`config.mk`:
```
export PLATFORM = sky130hd
export DESIGN_NAME = mux_stream_sel
export DESIGN_NICKNAME = d
export VERILOG_FILES = /design/src/rtl/mux_stream_sel.sv
export SDC_FILE = /design/constraint.sdc
export NUM_CORES = 1
export LEC_CHECK = 0
export BUFFER_PORTS_ARGS = -buffer_cell sky130_fd_sc_hd__clkbuf_2
export CAP_MARGIN = 20
export CORE_AREA = 5 5 204 206
export CTS_BUF_LIST = sky130_fd_sc_hd__clkbuf_4 sky130_fd_sc_hd__clkbuf_8 sky130_fd_sc_hd__clkbuf_16
export DETAILED_ROUTE_END_ITERATION = 8
export DIE_AREA = 0 0 209 211
export SLEW_MARGIN = 0
export SYNTH_ARGS = -nofsm -noshare
export SYNTH_HDL_FRONTEND = slang
export SYNTH_SLANG_ARGS = --single-unit
```
`constraint.sdc`:
```
create_clock -name clk -period 5.31 [get_ports clk]
set_clock_uncertainty 0.05 [all_clocks]
set_input_delay 0.2655 -clock clk [delete_from_list [all_inputs] [get_ports clk]]
set_output_delay 0.2655 -clock clk [all_outputs]
set_load 0.05 [all_outputs]
```
`src/rtl/mux_stream_sel.sv`:
```
// NUM_IN-way stream selector with a single registered output stage.
// Directed (sel) or round-robin arbitration; sticky error on an out-of-range sel.
module mux_stream_sel #(
    parameter int WIDTH  = 128,
    parameter int NUM_IN = 3,
    parameter int SEL_W  = 3
) (
    input  logic                    clk,
    input  logic                    rst_n,
    input  logic                    mode,
    input  logic [SEL_W-1:0]        sel,
    input  logic [NUM_IN-1:0]       in_valid,
    input  logic [NUM_IN*WIDTH-1:0] in_data,
    output logic [NUM_IN-1:0]       in_ready,
    output logic                    out_valid,
    output logic [WIDTH-1:0]        out_data,
    output logic [SEL_W-1:0]        out_src,
    input  logic                    out_ready,
    input  logic                    clr_err,
    output logic                    sel_err
);

    localparam logic [SEL_W:0] NUM_IN_L = NUM_IN[SEL_W:0];

    logic [WIDTH-1:0]  in_arr [NUM_IN];
    logic [SEL_W-1:0]  ptr_reg;
    logic [SEL_W-1:0]  rr_g;
    logic              rr_found;
    logic [SEL_W-1:0]  g;
    logic              grant_ok;
    logic              sel_ok;
    logic              load;
    logic              transfer;
    logic [SEL_W:0]    idx;

    for (genvar gi = 0; gi < NUM_IN; gi++) begin : g_unpack
        assign in_arr[gi] = in_data[gi*WIDTH +: WIDTH];
    end

    assign sel_ok = ({1'b0, sel} < NUM_IN_L);
    assign load   = !out_valid || out_ready;

    // Search ptr+1, ptr+2, ... (mod NUM_IN); the first valid input wins.
    always_comb begin
        rr_g     = '0;
        rr_found = 1'b0;
        idx      = '0;
        for (int k = 1; k <= NUM_IN; k++) begin
            idx = {1'b0, ptr_reg} + k[SEL_W:0];
            if (idx >= NUM_IN_L)
                idx = idx - NUM_IN_L;
            if (!rr_found && in_valid[idx[SEL_W-1:0]]) begin
                rr_found = 1'b1;
                rr_g     = idx[SEL_W-1:0];
            end
        end
    end

    always_comb begin
        if (mode) begin
            g        = rr_g;
            grant_ok = rr_found;
        end else begin
            g        = sel;
            grant_ok = sel_ok;
        end
    end

    always_comb begin
        in_ready = '0;
        if (rst_n && grant_ok && load)
            in_ready[g] = 1'b1;
    end

    assign transfer = grant_ok && in_valid[g] && in_ready[g];

    always_ff @(posedge clk or negedge rst_n) begin
        if (!rst_n) begin
            out_valid <= 1'b0;
            out_data  <= '0;
            out_src   <= '0;
            ptr_reg   <= SEL_W'(NUM_IN - 1);
        end else begin
            if (transfer) begin
                out_valid <= 1'b1;
                out_data  <= in_arr[g];
                out_src   <= g;
            end else if (out_ready) begin
                out_valid <= 1'b0;
            end
            // Only round-robin grants advance the pointer.
            if (transfer && mode)
                ptr_reg <= g;
        end
    end

    always_ff @(posedge clk or negedge rst_n) begin
        if (!rst_n)
            sel_err <= 1'b0;
        else if (!mode && !sel_ok)
            sel_err <= 1'b1;
        else if (clr_err)
            sel_err <= 1'b0;
    end

endmodule

```
---- After elaboration in Yosys (flattened, before gate mapping) ----
Index checks and enable logic that the tools add are counted.
operators by class
  $add $sub $neg .......................... 6
  order comparisons ....................... 10
  muxes and demuxes ....................... 31
  bitwise gates (word level) .............. 1
  reduce and logical (&&, ||, !) cells .... 17
operators by type and width
  operator                                                     count
  binary-select mux 128 bit (select 2 bit)                     1
  two-way mux 128 bit                                          2
  two-way mux 3 bit                                            8
  two-way mux 1 bit                                            14
  >= comparator 4 x 2 -> 1 bit (second input constant)         3
  less-than comparator 3 bit (second input constant)           4
  binary-select mux 1 bit (select 2 bit)                       5
  logical AND 1 bit                                            9
  subtractor 3 x 2 -> 3 bit (second input constant)            3
  adder 3 x 2 -> 4 bit (second input constant)                 2
  logical NOT 1 bit                                            5
  adder 3 x 1 -> 4 bit (second input constant)                 1
  >= comparator 4 x 3 -> 1 bit (second input constant)         1
  inverter 3 -> 4 bit                                          1
  nonzero test 2 bit                                           2
  >= comparator 3 x 1 -> 1 bit (second input constant)         1
  less-than comparator 3 x 2 -> 1 bit (second input constant)  1
  demux 1 bit (select 2 bit)                                   1
  logical OR 1 bit                                             1
word-level totals
  bits in registers ....................... 136
  input bits .............................. 395
  output and inout bits ................... 136
  logic and storage cells ................. 70

---- Longest topological paths before layout ----
  depth after elaboration ................. 22
  gate-level depth with buffers ........... 15

---- Least setup slack after synthesis ----
Ideal clock, no wire load.
  path kind ............................... flip-flop to output port
  from .................................... reg ptr_reg[1]
  to ...................................... out in_ready[0]
  arrival time ............................ 3.560 ns
  setup slack ............................. 1.435 ns
  cell stages (with the launch flop) ...... 13
  path buffers ............................ 3
  path through ............................ dfstp_2 inv_1 ha_1 buf_2 nand2b_1 a211o_1 and3_1 a311o_1 o22ai_2 clkbuf_1 buf_2 nand2b_1 nor2_1
on the way
  longest elaborated chain between the ends .. 18
  elaborated cells on any way between the ends .. 38
RTL lines
  item                                                                                              RTL line  RTL
  from (decl)                                                                                       26        logic [SEL_W-1:0] ptr_reg;
  from (signal assigned)                                                                            82        ptr_reg <= SEL_W'(NUM_IN - 1);
  from (signal assigned)                                                                            93        ptr_reg <= g;
  adder 3 x 1 -> 4 bit                                                                              49        idx = {1'b0, ptr_reg} + k[SEL_W:0];
  >= comparator 4 x 2 -> 1 bit or subtractor 3 x 2 -> 3 bit (tied branches)                         50, 51
  two-way mux 3 bit                                                                                 50        if (idx >= NUM_IN_L)
  binary-select mux 1 bit (select 2 bit)                                                            52        if (!rr_found && in_valid[idx[SEL_W-1:0]]) begin
  two-way mux 1 bit (implied by the code)                                                           52
  two-way mux 1 bit                                                                                 52
  logical NOT 1 bit                                                                                 52
  logical AND 1 bit                                                                                 52
  [2 not listed]                                                                                    -
  logical AND 1 bit                                                                                 52
  two-way mux 3 bit                                                                                 52
  two-way mux 3 bit                                                                                 60        if (mode) begin
  >= comparator 3 x 1 -> 1 bit (implied by the code) or less-than comparator 3 bit (tied branches)  72        in_ready[g] = 1'b1;
  logical AND 1 bit (implied by the code)                                                           72
  two-way mux 1 bit (implied by the code)                                                           72
  demux 1 bit (select 2 bit)                                                                        72
  two-way mux 3 bit *                                                                               71        if (rst_n && grant_ok && load)
  to (decl)                                                                                         14        output logic [NUM_IN-1:0] in_ready,
Every way passes the cells marked *; elsewhere a longest branch is shown, timed or not. The select of a mux whose other input is x is not followed.

---- Worst setup path after layout ----
  from .................................... reg ptr_reg[0]
  to ...................................... reg out_data[77]
on the way
  longest elaborated chain between the ends .. 21
  elaborated cells on any way between the ends .. 48
RTL lines
  item                                                                                              RTL line  RTL
  adder 3 x 1 -> 4 bit                                                                              49
  >= comparator 4 x 2 -> 1 bit or subtractor 3 x 2 -> 3 bit (tied branches)                         50, 51
  two-way mux 3 bit                                                                                 50
  binary-select mux 1 bit (select 2 bit)                                                            52
  two-way mux 1 bit (implied by the code)                                                           52
  two-way mux 1 bit                                                                                 52
  logical NOT 1 bit                                                                                 52
  logical AND 1 bit                                                                                 52
  [5 not listed]                                                                                    -
  >= comparator 3 x 1 -> 1 bit (implied by the code) or less-than comparator 3 bit (tied branches)  72
  logical AND 1 bit (implied by the code)                                                           72
  two-way mux 1 bit (implied by the code)                                                           72
  demux 1 bit (select 2 bit)                                                                        72
  two-way mux 3 bit                                                                                 71
  binary-select mux 1 bit (select 2 bit)                                                            75        assign transfer = grant_ok && in_valid[g] && in_ready[g];
  two-way mux 1 bit (implied by the code)                                                           75
  logical AND 1 bit                                                                                 75
  to (signal assigned)                                                                              86        out_data <= in_arr[g];
  to (decl)                                                                                         16        output logic [WIDTH-1:0] out_data,
Parallel ways exist; a longest one is shown, timed or not. The select of a mux whose other input is x is not followed.
A chain may end at the register's enable or synchronous reset.

==> reports/metrics.yaml <==
worst_setup_path:
  cp_data_required_time_ns: 5.56
  r2r_start: "ptr_reg[0]"
  end_kind: "flop"
  rrSetupSlack_ns: 0.64
  critPathMaxFanout: 31
  crit_type: "reg2reg"
  setup.worst_path.start_class: "flop"
  reg2reg_depth: 10
  crit_start: "ptr_reg[0]"
  r2r_end: "out_data[77]"
  crit_arrival_ns: 4.92
  setup.worst_path.end: "out_data[77]"
place:
  place.gp.congestion: 0.943
  dpl.hpwl_um: 26300
  dpl-instance-area_um2: 11900
  io_buffers: 530
sta:
  max_slew.worst_pin.slew_ns: 0.726
  whs_ns: 0.105
  rsz0062_at_grt: "false"
  tns_ns: 0
  setup_viol: 0
  fin_crit_sh_pct: 87.9
  finalMaxSlewViolations: 0
  hold_viol: 0
  fmax_mhz: 214
  fin_crit_ns: 4.67
  slew_headroom_pct: 51.6
layout:
  syn2layout_area_growth_pct: 45.4
  fill_cells: 4144
  diodes: 0
  nNetsFinal: 1609
  layout-drive-gt1-share_pct: 59.1
  regArea_um2: 3400
  design_area_um2: 12600
  final_common_cell: "clkbuf_2"
  fin_util_pct: 31.8
  largest_register_ffs: 128
  layout_common_cells: "clkbuf_2 (529), dfrtp_1 (135), mux2i_1 (129)"
  multi_input_area_um2: 4900
synth:
  synth-async-reset-ratio_pct: 100
  yosys_register_bits: 136
  ys_seq_area_share_pct: 39.4
  synth_cells: 693
  ys.flop_type: "dfrtp_1"
  synth-edff-count: 0
  syn_avg_cell_area_um2: 12.5
  syn-num-nets: 1096
  netlist_area_um2: 8630
  ys.warnings.count: 0
  synth_cell_types: 54
global_routing:
  grt_pass1_vias: 8578
  grt.total_usage_pct: 13.7
  grt-ovfl-total: 0
  grt_pass1_wl_um: 47800
  antenna_found_initial: 0
  grt_max_degree: 73
power_and_ir_drop:
  vdd_drop_max_uv: 326
  power.total_uw: 8590
  power.leakage_uw: 0.00659
  p_per_area_nw_per_um2: 684
routing:
  ant_nets: 0
  vias_per_cell: 4.48
  wirelength_um: 32000
  drt-pass1-iter-count: 6
  wire_per_inst_um: 18.3
  num_vias: 7812
  drt_iter0_drc: 406
  drcViolationCount: 0
floorplan:
  dieArea_um2: 44100
  fp.coreArea_um2: 39500
  start_util_pct: 21.9
  die_h_um: 211
  io_pins: 531
  fp.dieW_um: 209
  fp-row-count: 73
clocking:
  clk_pin_slew_ns: 0.06
  clock_latency_ns: 0.42
  htreeDepth: 4
  tritoncts: "done"
  cts-root-buf: "clkbuf_16"
  clock-sinks: 136
  cts_buffers: 17
  clockBufferDepth: 2
worst_hold_path:
  worstHoldPathType: "in2reg"
flow_run:
  maxCapViolCount: 0
run_status:
  outcome: "finished clean"
[kinds of logic after synthesis]
| family | Yosys count | synth area share (%) |
|---|---|---|
| buffers and inverters | 71 | 4.16 |
| and+or+nand+nor | 47 | 2.99 |
| AOI/OAI and AO/OA | 170 | 16.8 |
| adders and majority gates | 8 | 1.16 |
| muxes | 257 | 35.0 |
| DFF | 136 | 39.4 |
| xor gates and xnor gates | 4 | 0.493 |
[per-layer routing]
layer	vias up	part of all wire, %	global-route usage, %
met4	0	3.8	6.53
li1	3709	-	-
met1	3681	40	16.0
met5	-	0	0
met3	55	7.0	3.67
met2	367	49	23.3
[critical path, stage by stage (launching register included)]
cell      delay, ns
dfrtp_1        0.70
inv_1          0.24
ha_1           0.51
o31ai_1        0.16
a222oi_1       0.58
a211oi_1       0.26
nor3_1         0.47
o221ai_2       0.19
or3b_4         0.68
buf_4          0.33
mux2_4         0.32
[worst min path at each step]
| stage | start | to | slack (ns) | cells past startpoint |
|---|---|---|---|---|
| 6_report | sel[2] | sel_err | 0.10 | 3 |
| 5_1_grt | out_ready | out_valid | 0.09 | 3 |
| 4_1_cts | sel[2] | sel_err | 0.06 | 3 |
| 3_5_place_dp | rst_n | out_data[109] | 0.14 | 1 |
| 3_3_place_gp | rst_n | out_data[2] | 0.13 | 1 |
| 2_1_floorplan | rst_n | out_data[0] | -0.08 | 0 |
[stage by stage]
stage	setup WS, ns	cells
after global routing	0.356	1744
after global placement	0.813	1710
final	0.643	1744
after detailed placement	0.649	1710
after CTS	0.604	1744
after floorplan	1.43	693
[Yosys cell counts (2+ instances only)]
library cell  instances  area share, %
nor3b_1               2           0.17
o21ai_0               5           0.29
clkbuf_1             28            1.2
buf_1                 3           0.13
nor2_1                9           0.39
nand2b_1              5           0.36
or3b_1                2           0.20
o22ai_1               3           0.22
nand2_1               9           0.39
mux2i_1             129             15
and2_1                2           0.14
nor3_1                4           0.23
mux2_2               52            6.8
a211o_1               4           0.41
a2bb2oi_1             2           0.20
a21oi_1               6           0.35
o2bb2ai_1           128             13
xor2_1                2           0.20
nand4_1               2           0.14
nand3_1               6           0.35
mux2_4               76             13
o31ai_1               3           0.26
buf_6                 9            1.2
dfrtp_1             135             39
buf_2                20            1.2
a211oi_1              2           0.17
ha_1                  8            1.2
inv_1                11           0.48
[power breakdown]
part	total, uW	leakage [uW]	internal (uW)	switching [uW]
Sequential	1850	0.00168	1540	310
Clock	1240	0.000287	747	488
Combinational	5500	0.00462	1970	3530
[final cells by class]
type | count | area share (%)
multi-input combinational | 486 | 39.0
sequential | 136 | 27.1
timing repair buffer | 554 | 23.5
tap | 525 | 5.23
clock buffer | 18 | 3.45
clock inverter | 14 | 1.39
inverter | 11 | 0.329
[timing repair]
item	CTS	global route
hold buffers	2	0
buffers inserted	0	0
hold endpoints to repair	29	0
gates resized for setup	0	0
No activity file was read; power rests on OpenSTA's default activity.
